File: src/rtl/mem_arbiter.sv
// mem_arbiter: round-robin arbiter sharing one 16x8 combinational memory port
// between the CPU and the loader/debug port.
// Latency: gnt + strobe one cycle after the request is seen in IDLE, done the
// cycle after that, and back in IDLE the cycle after done (3 cycles per access).
// Backpressure: a requester holds req until gnt. The loser of a tie stays pending
// and is served in the next arbitration. Requests are only sampled in IDLE.
//
// Ports:
//   clk, rst_n                 clock, synchronous active-low reset
//   c_req/c_we/c_addr/c_wdata  CPU request; c_gnt/c_done pulses, c_rdata result
//   l_req/l_we/l_addr/l_wdata  loader request; l_gnt/l_done pulses, l_rdata result
//   mem_address/mem_read/mem_write/mem_data_in  registered memory drive
//   mem_data_out               combinational read data from memory
//   busy                       FSM not in IDLE
module mem_arbiter #(
  parameter int ADDR_W = 4,
  parameter int DATA_W = 8
) (
  input  logic              clk,
  input  logic              rst_n,
  input  logic              c_req,
  input  logic              c_we,
  input  logic [ADDR_W-1:0] c_addr,
  input  logic [DATA_W-1:0] c_wdata,
  output logic              c_gnt,
  output logic              c_done,
  output logic [DATA_W-1:0] c_rdata,
  input  logic              l_req,
  input  logic              l_we,
  input  logic [ADDR_W-1:0] l_addr,
  input  logic [DATA_W-1:0] l_wdata,
  output logic              l_gnt,
  output logic              l_done,
  output logic [DATA_W-1:0] l_rdata,
  output logic [ADDR_W-1:0] mem_address,
  output logic              mem_read,
  output logic              mem_write,
  output logic [DATA_W-1:0] mem_data_in,
  input  logic [DATA_W-1:0] mem_data_out,
  output logic              busy
);

  typedef enum logic [1:0] {
    S_IDLE   = 2'd0,
    S_ACCESS = 2'd1,
    S_RESP   = 2'd2
  } state_t;

  state_t state_q, state_d;

  // win_q: owner of the current access (1 = loader).
  // last_q: winner of the previous arbitration; reset to loader so the CPU
  // wins the first tie.
  logic              win_q, win_d;
  logic              last_q, last_d;
  logic [ADDR_W-1:0] addr_q, addr_d;
  logic [DATA_W-1:0] wdata_q, wdata_d;
  logic              rd_q, rd_d;
  logic              wr_q, wr_d;
  logic [DATA_W-1:0] c_rdata_q, c_rdata_d;
  logic [DATA_W-1:0] l_rdata_q, l_rdata_d;

  logic pick_l;

  // Loader wins when alone, or on a tie when the CPU won last time.
  assign pick_l = l_req & (~c_req | ~last_q);

  // State and datapath registers
  always_ff @(posedge clk) begin
    if (!rst_n) begin
      state_q   <= S_IDLE;
      win_q     <= 1'b0;
      last_q    <= 1'b1;
      addr_q    <= '0;
      wdata_q   <= '0;
      rd_q      <= 1'b0;
      wr_q      <= 1'b0;
      c_rdata_q <= '0;
      l_rdata_q <= '0;
    end else begin
      state_q   <= state_d;
      win_q     <= win_d;
      last_q    <= last_d;
      addr_q    <= addr_d;
      wdata_q   <= wdata_d;
      rd_q      <= rd_d;
      wr_q      <= wr_d;
      c_rdata_q <= c_rdata_d;
      l_rdata_q <= l_rdata_d;
    end
  end

  // Next-state logic
  always_comb begin
    state_d = state_q;
    case (state_q)
      S_IDLE:   if (c_req || l_req) state_d = S_ACCESS;
      S_ACCESS: state_d = S_RESP;
      S_RESP:   state_d = S_IDLE;
      default:  state_d = S_IDLE;
    endcase
  end

  // Registered-output / datapath next values. Strobes are computed here and
  // registered so the memory never sees combinational paths from requesters.
  always_comb begin
    win_d     = win_q;
    last_d    = last_q;
    addr_d    = addr_q;
    wdata_d   = wdata_q;
    rd_d      = 1'b0;
    wr_d      = 1'b0;
    c_rdata_d = c_rdata_q;
    l_rdata_d = l_rdata_q;
    case (state_q)
      S_IDLE: begin
        if (c_req || l_req) begin
          win_d   = pick_l;
          addr_d  = pick_l ? l_addr  : c_addr;
          wdata_d = pick_l ? l_wdata : c_wdata;
          rd_d    = pick_l ? ~l_we   : ~c_we;
          wr_d    = pick_l ? l_we    : c_we;
        end
      end
      S_ACCESS: begin
        // Capture read data on the edge that closes the access
        if (rd_q) begin
          if (win_q) l_rdata_d = mem_data_out;
          else       c_rdata_d = mem_data_out;
        end
      end
      S_RESP: begin
        last_d = win_q;
      end
      default: ;
    endcase
  end

  // Output decode
  assign c_gnt       = (state_q == S_ACCESS) & ~win_q;
  assign l_gnt       = (state_q == S_ACCESS) &  win_q;
  assign c_done      = (state_q == S_RESP)   & ~win_q;
  assign l_done      = (state_q == S_RESP)   &  win_q;
  assign busy        = (state_q != S_IDLE);
  assign mem_address = addr_q;
  assign mem_data_in = wdata_q;
  assign mem_read    = rd_q;
  assign mem_write   = wr_q;
  assign c_rdata     = c_rdata_q;
  assign l_rdata     = l_rdata_q;

endmodule

File: config.mk
export PLATFORM = sky130hd
export DESIGN_NAME = mem_arbiter
export DESIGN_NICKNAME = d
export VERILOG_FILES = /design/src/rtl/mem_arbiter.sv
export SDC_FILE = /design/constraint.sdc
export NUM_CORES = 1
export LEC_CHECK = 0
export ABC_AREA = 1
export CAP_MARGIN = 20
export CORE_MARGIN = 2
export CORE_UTILIZATION = 38
export CTS_CLUSTER_DIAMETER = 120
export DETAILED_ROUTE_END_ITERATION = 7
export PLACE_DENSITY_LB_ADDON = 0.3
export SYNTH_ARGS = -nofsm -noshare
export SYNTH_HDL_FRONTEND = slang
export SYNTH_SLANG_ARGS = --single-unit
File: constraint.sdc
create_clock -name clk -period 0.9 [get_ports clk]
set_input_delay 0.18 -clock clk [delete_from_list [all_inputs] [get_ports clk]]
set_output_delay 0.18 -clock clk [all_outputs]
set_load 0.02 [all_outputs]
==> metrics <==
Setup Viol. Count Final=67; Fin. Hold Viols=0; max-slew violations=0; Syn Area/Cell=6.93 um^2; wire per inst=12.4 um; Synth cell types=25; share of layout cells above drive strength 1=45.6%; Async SR Flop Fraction=0%; DRC Markers=0; GR Util met1=about a quarter; Power per Cell Area=1350 mW/mm^2; vias in the first global route=1788; Synth Flop Type=dfxtp_1; cell repeated most along the worst path=buf_6; Rows=24; DRT Wirelength=4990 um; largest net degree at the start of global routing=32; maxcap violations=0; clk sinks=34; Ports=73; crit end category=flip-flop; worst reg-to-reg path cell count=10; Routed Antenna Nets=0; post-DR vias/cell=4.62; initial antenna violation count=0; number of CTS-inserted buffers=5; Worst Path Max Fanout=6; grt peak-use layer=met2; die width=70.6 um; Worst-Skew Late Latency=0.29 ns; I/O Buffers=72; Pre-Repair DR Iteration Count=4; Layout area overhead=83.3%; CTS root buf=clkbuf_8; clk_skew=0.0130 ns; overall routing resource usage=a little over 20%; met2 usage=34.8%; hpwl dp=3140 um; Mapped Nets=281; hold path cells=2; EDFF count, synth=0; Final period util=146%; Final Instance Count excl. Fillers=403; top cell type's share of synthesized area=approximately two fifths; Max Clk Rate=760 MHz; GPL Wtd Cong=0.784; Clock Tree Buf Depth=2; Reg2Reg Launch Point=state_q[1]$_SDFFE_PN0P_; CTS tree=done; Slew @ Worst Pin=0.311 ns; post-layout min period=1.32 ns; CP Cell Sequence=buf_6 -> inv_4 -> nand2_4 -> buf_6 -> nor2_4 -> buf_6 -> buf_12 -> nand2_2 -> nor2_1 -> nor2_1; H-tree levels=2; Slowest cell on crit path=dfxtp_4; Starting Density=between 30% and 40%; # diodes=0; failing checks=setup timing; CP top delay family=buffers and inverters; Hold EP=c_rdata[6]$_SDFFE_PN0P_; DIE AREA=0.00498 mm^2; Synth area leaders=dfxtp_1 40%, nor2_1 14%, nand2_1 11%; Gate Count Post-Synth=243; worst r2r dst=mem_data_in[1]$_SDFFE_PN0P_; Relative slew margins=between 70% and 80%; Hold Crit Class=reg2reg; Crit path depth=10; slowest stage delay, CP=between 0.3 and 0.4 ns; Synth area leader=dfxtp_1; core area=0.00432 mm^2; Die Y-Extent=70.6 um; worst IR drop on VDD=around 0.00087 V; hold path startpoint=c_rdata[6]$_SDFFE_PN0P_; final worst setup slack=-0.416 ns; Congestion Overflow GR=0; Pleak=between 1 and 1.5 nW; Startpoint Class=flip-flop; RSZ-0062 raised after global routing=yes; Worst Setup Path Type=reg2reg; worst path bufs/invs=5; nets=388; Commonest cells post-synth=62 x nor2_1, 50 x nand2_1, 34 x dfxtp_1, 26 x inv_1, 17 x nand3_1; Setup TNS=-12.25 ns; vias post-DR=1863; status=finished with violations; Reg clk slew, reported paths=roughly 0.06 ns; CP required=1.08 ns; flops & latches, synth=34; initial DRC count=93; count leader, synth=nor2_1; sequential-to-total area share from yosys stat=40.4%; Synth Cell Area=0.00168 mm^2; Setup crit start=state_q[1]$_SDFFE_PN0P_; hold_buf cts=0; critical path arrival=1.49 ns; placed cells=379; global-route wire length before repair=8050 um; FF-to-FF setup slack=-0.42 ns; met3 usage=6.98%; synth warn=0
where the power goes:
| part | internal [mW] | total (mW) | switching (mW) | leakage (nW) |
|---|---|---|---|---|
| sequential | 1.61 | 1.69 | 0.0807 | 0.293 |
| combinational | 0.675 | 1.29 | 0.614 | 1.09 |
| clock | 0.617 | 1.18 | 0.566 | 0.0482 |
per-stage QoR:
step / cell area [um^2] / utilization (%) / hold slack (ns) / setup WS, ns / power (mW)
finish: 3090 / 71.4 / 0.472 / -0.416 / 4.16
global route: 3090 / 71.4 / 0.501 / -0.477 / 4.39
CTS: 3000 / 69.4 / 0.472 / -0.402 / 4.14
detailed placement: 2620 / 60.6 / 0.470 / -0.585 / 2.81
global placement: 2620 / 60.6 / 0.457 / -0.555 / 2.79
floorplan: 1740 / - / 0.281 / -0.148 / 2.29
worst max-delay path by stage:
stage | to | slack, ns
floorplan | c_gnt | -0.15
detailed placement | mem_data_in[3]$_SDFFE_PN0P_ | -0.59
CTS | mem_data_in[3]$_SDFFE_PN0P_ | -0.40
global route | mem_data_in[1]$_SDFFE_PN0P_ | -0.48
global placement | mem_data_in[0]$_SDFFE_PN0P_ | -0.56
finish | mem_data_in[1]$_SDFFE_PN0P_ | -0.42
per-layer routing:
metal	vias up	share of wire (%)
li1	969	-
met1	825	41
met2	59	50
met3	10	7.7
met4	0	1.6
met5	-	0
cell usage in the layout (no fill, tap or decap), types with 4 or more instances in the layout:
cell type        instances
dfxtp_4                  5
a21boi_1                 5
buf_6                   45
nand2_4                  4
nand3_1                 15
nor2_1                  44
nand2_2                  9
buf_4                   26
clkdlybuf4s50_1         37
clkbuf_8                 6
dfxtp_2                 28
nor2_2                   7
a21boi_0                 7
nor2_4                  15
inv_1                   21
nand4_1                  8
o21ai_1                  6
nand2_1                 43
what timing repair did:
| action | 4_1_cts | 5_1_grt |
|---|---|---|
| pin swaps | 22 | 14 |
| cloned | 2 | 0 |
| resized for setup | 270 | 20 |
| hold endpoints to repair | 0 | 0 |
| setup endpoints to repair | 67 | 69 |
| buffers inserted | 9 | 8 |
tightest hold or removal path: cells and delay by family (launching register included):
family | cells | cell delay, ns
and+or+nand+nor | 2 | 0.10
DFF | 1 | 0.33
registers in the layout, summed over array words and instances (netlist names):
signal / count
mem_data_in: 8
c_rdata: 8
mem_write: 1
mem_read: 1
last_q: 1
state_q: 2
l_rdata: 8
mem_address: 4
win_q: 1
area by class of cell:
class	instances	area, um^2
Clock buffer	7	86.3
Inverter	29	130
Sequential cell	34	734
Multi-Input combinational cell	170	953
Clock inverter	1	5.00
Tap cell	52	65.1
Fill cell	354	1240
Timing Repair Buffer	110	1110
cells by family after synthesis:
| logic type | share of synthesized area [%] |
|---|---|
| buffers and inverters | 12.4 |
| AO/OA/AOI/OAI | 9.06 |
| flip-flops | 40.4 |
| AND/OR/NAND/NOR | 38.1 |
Note: power is estimated with default switching activity, not from simulation.
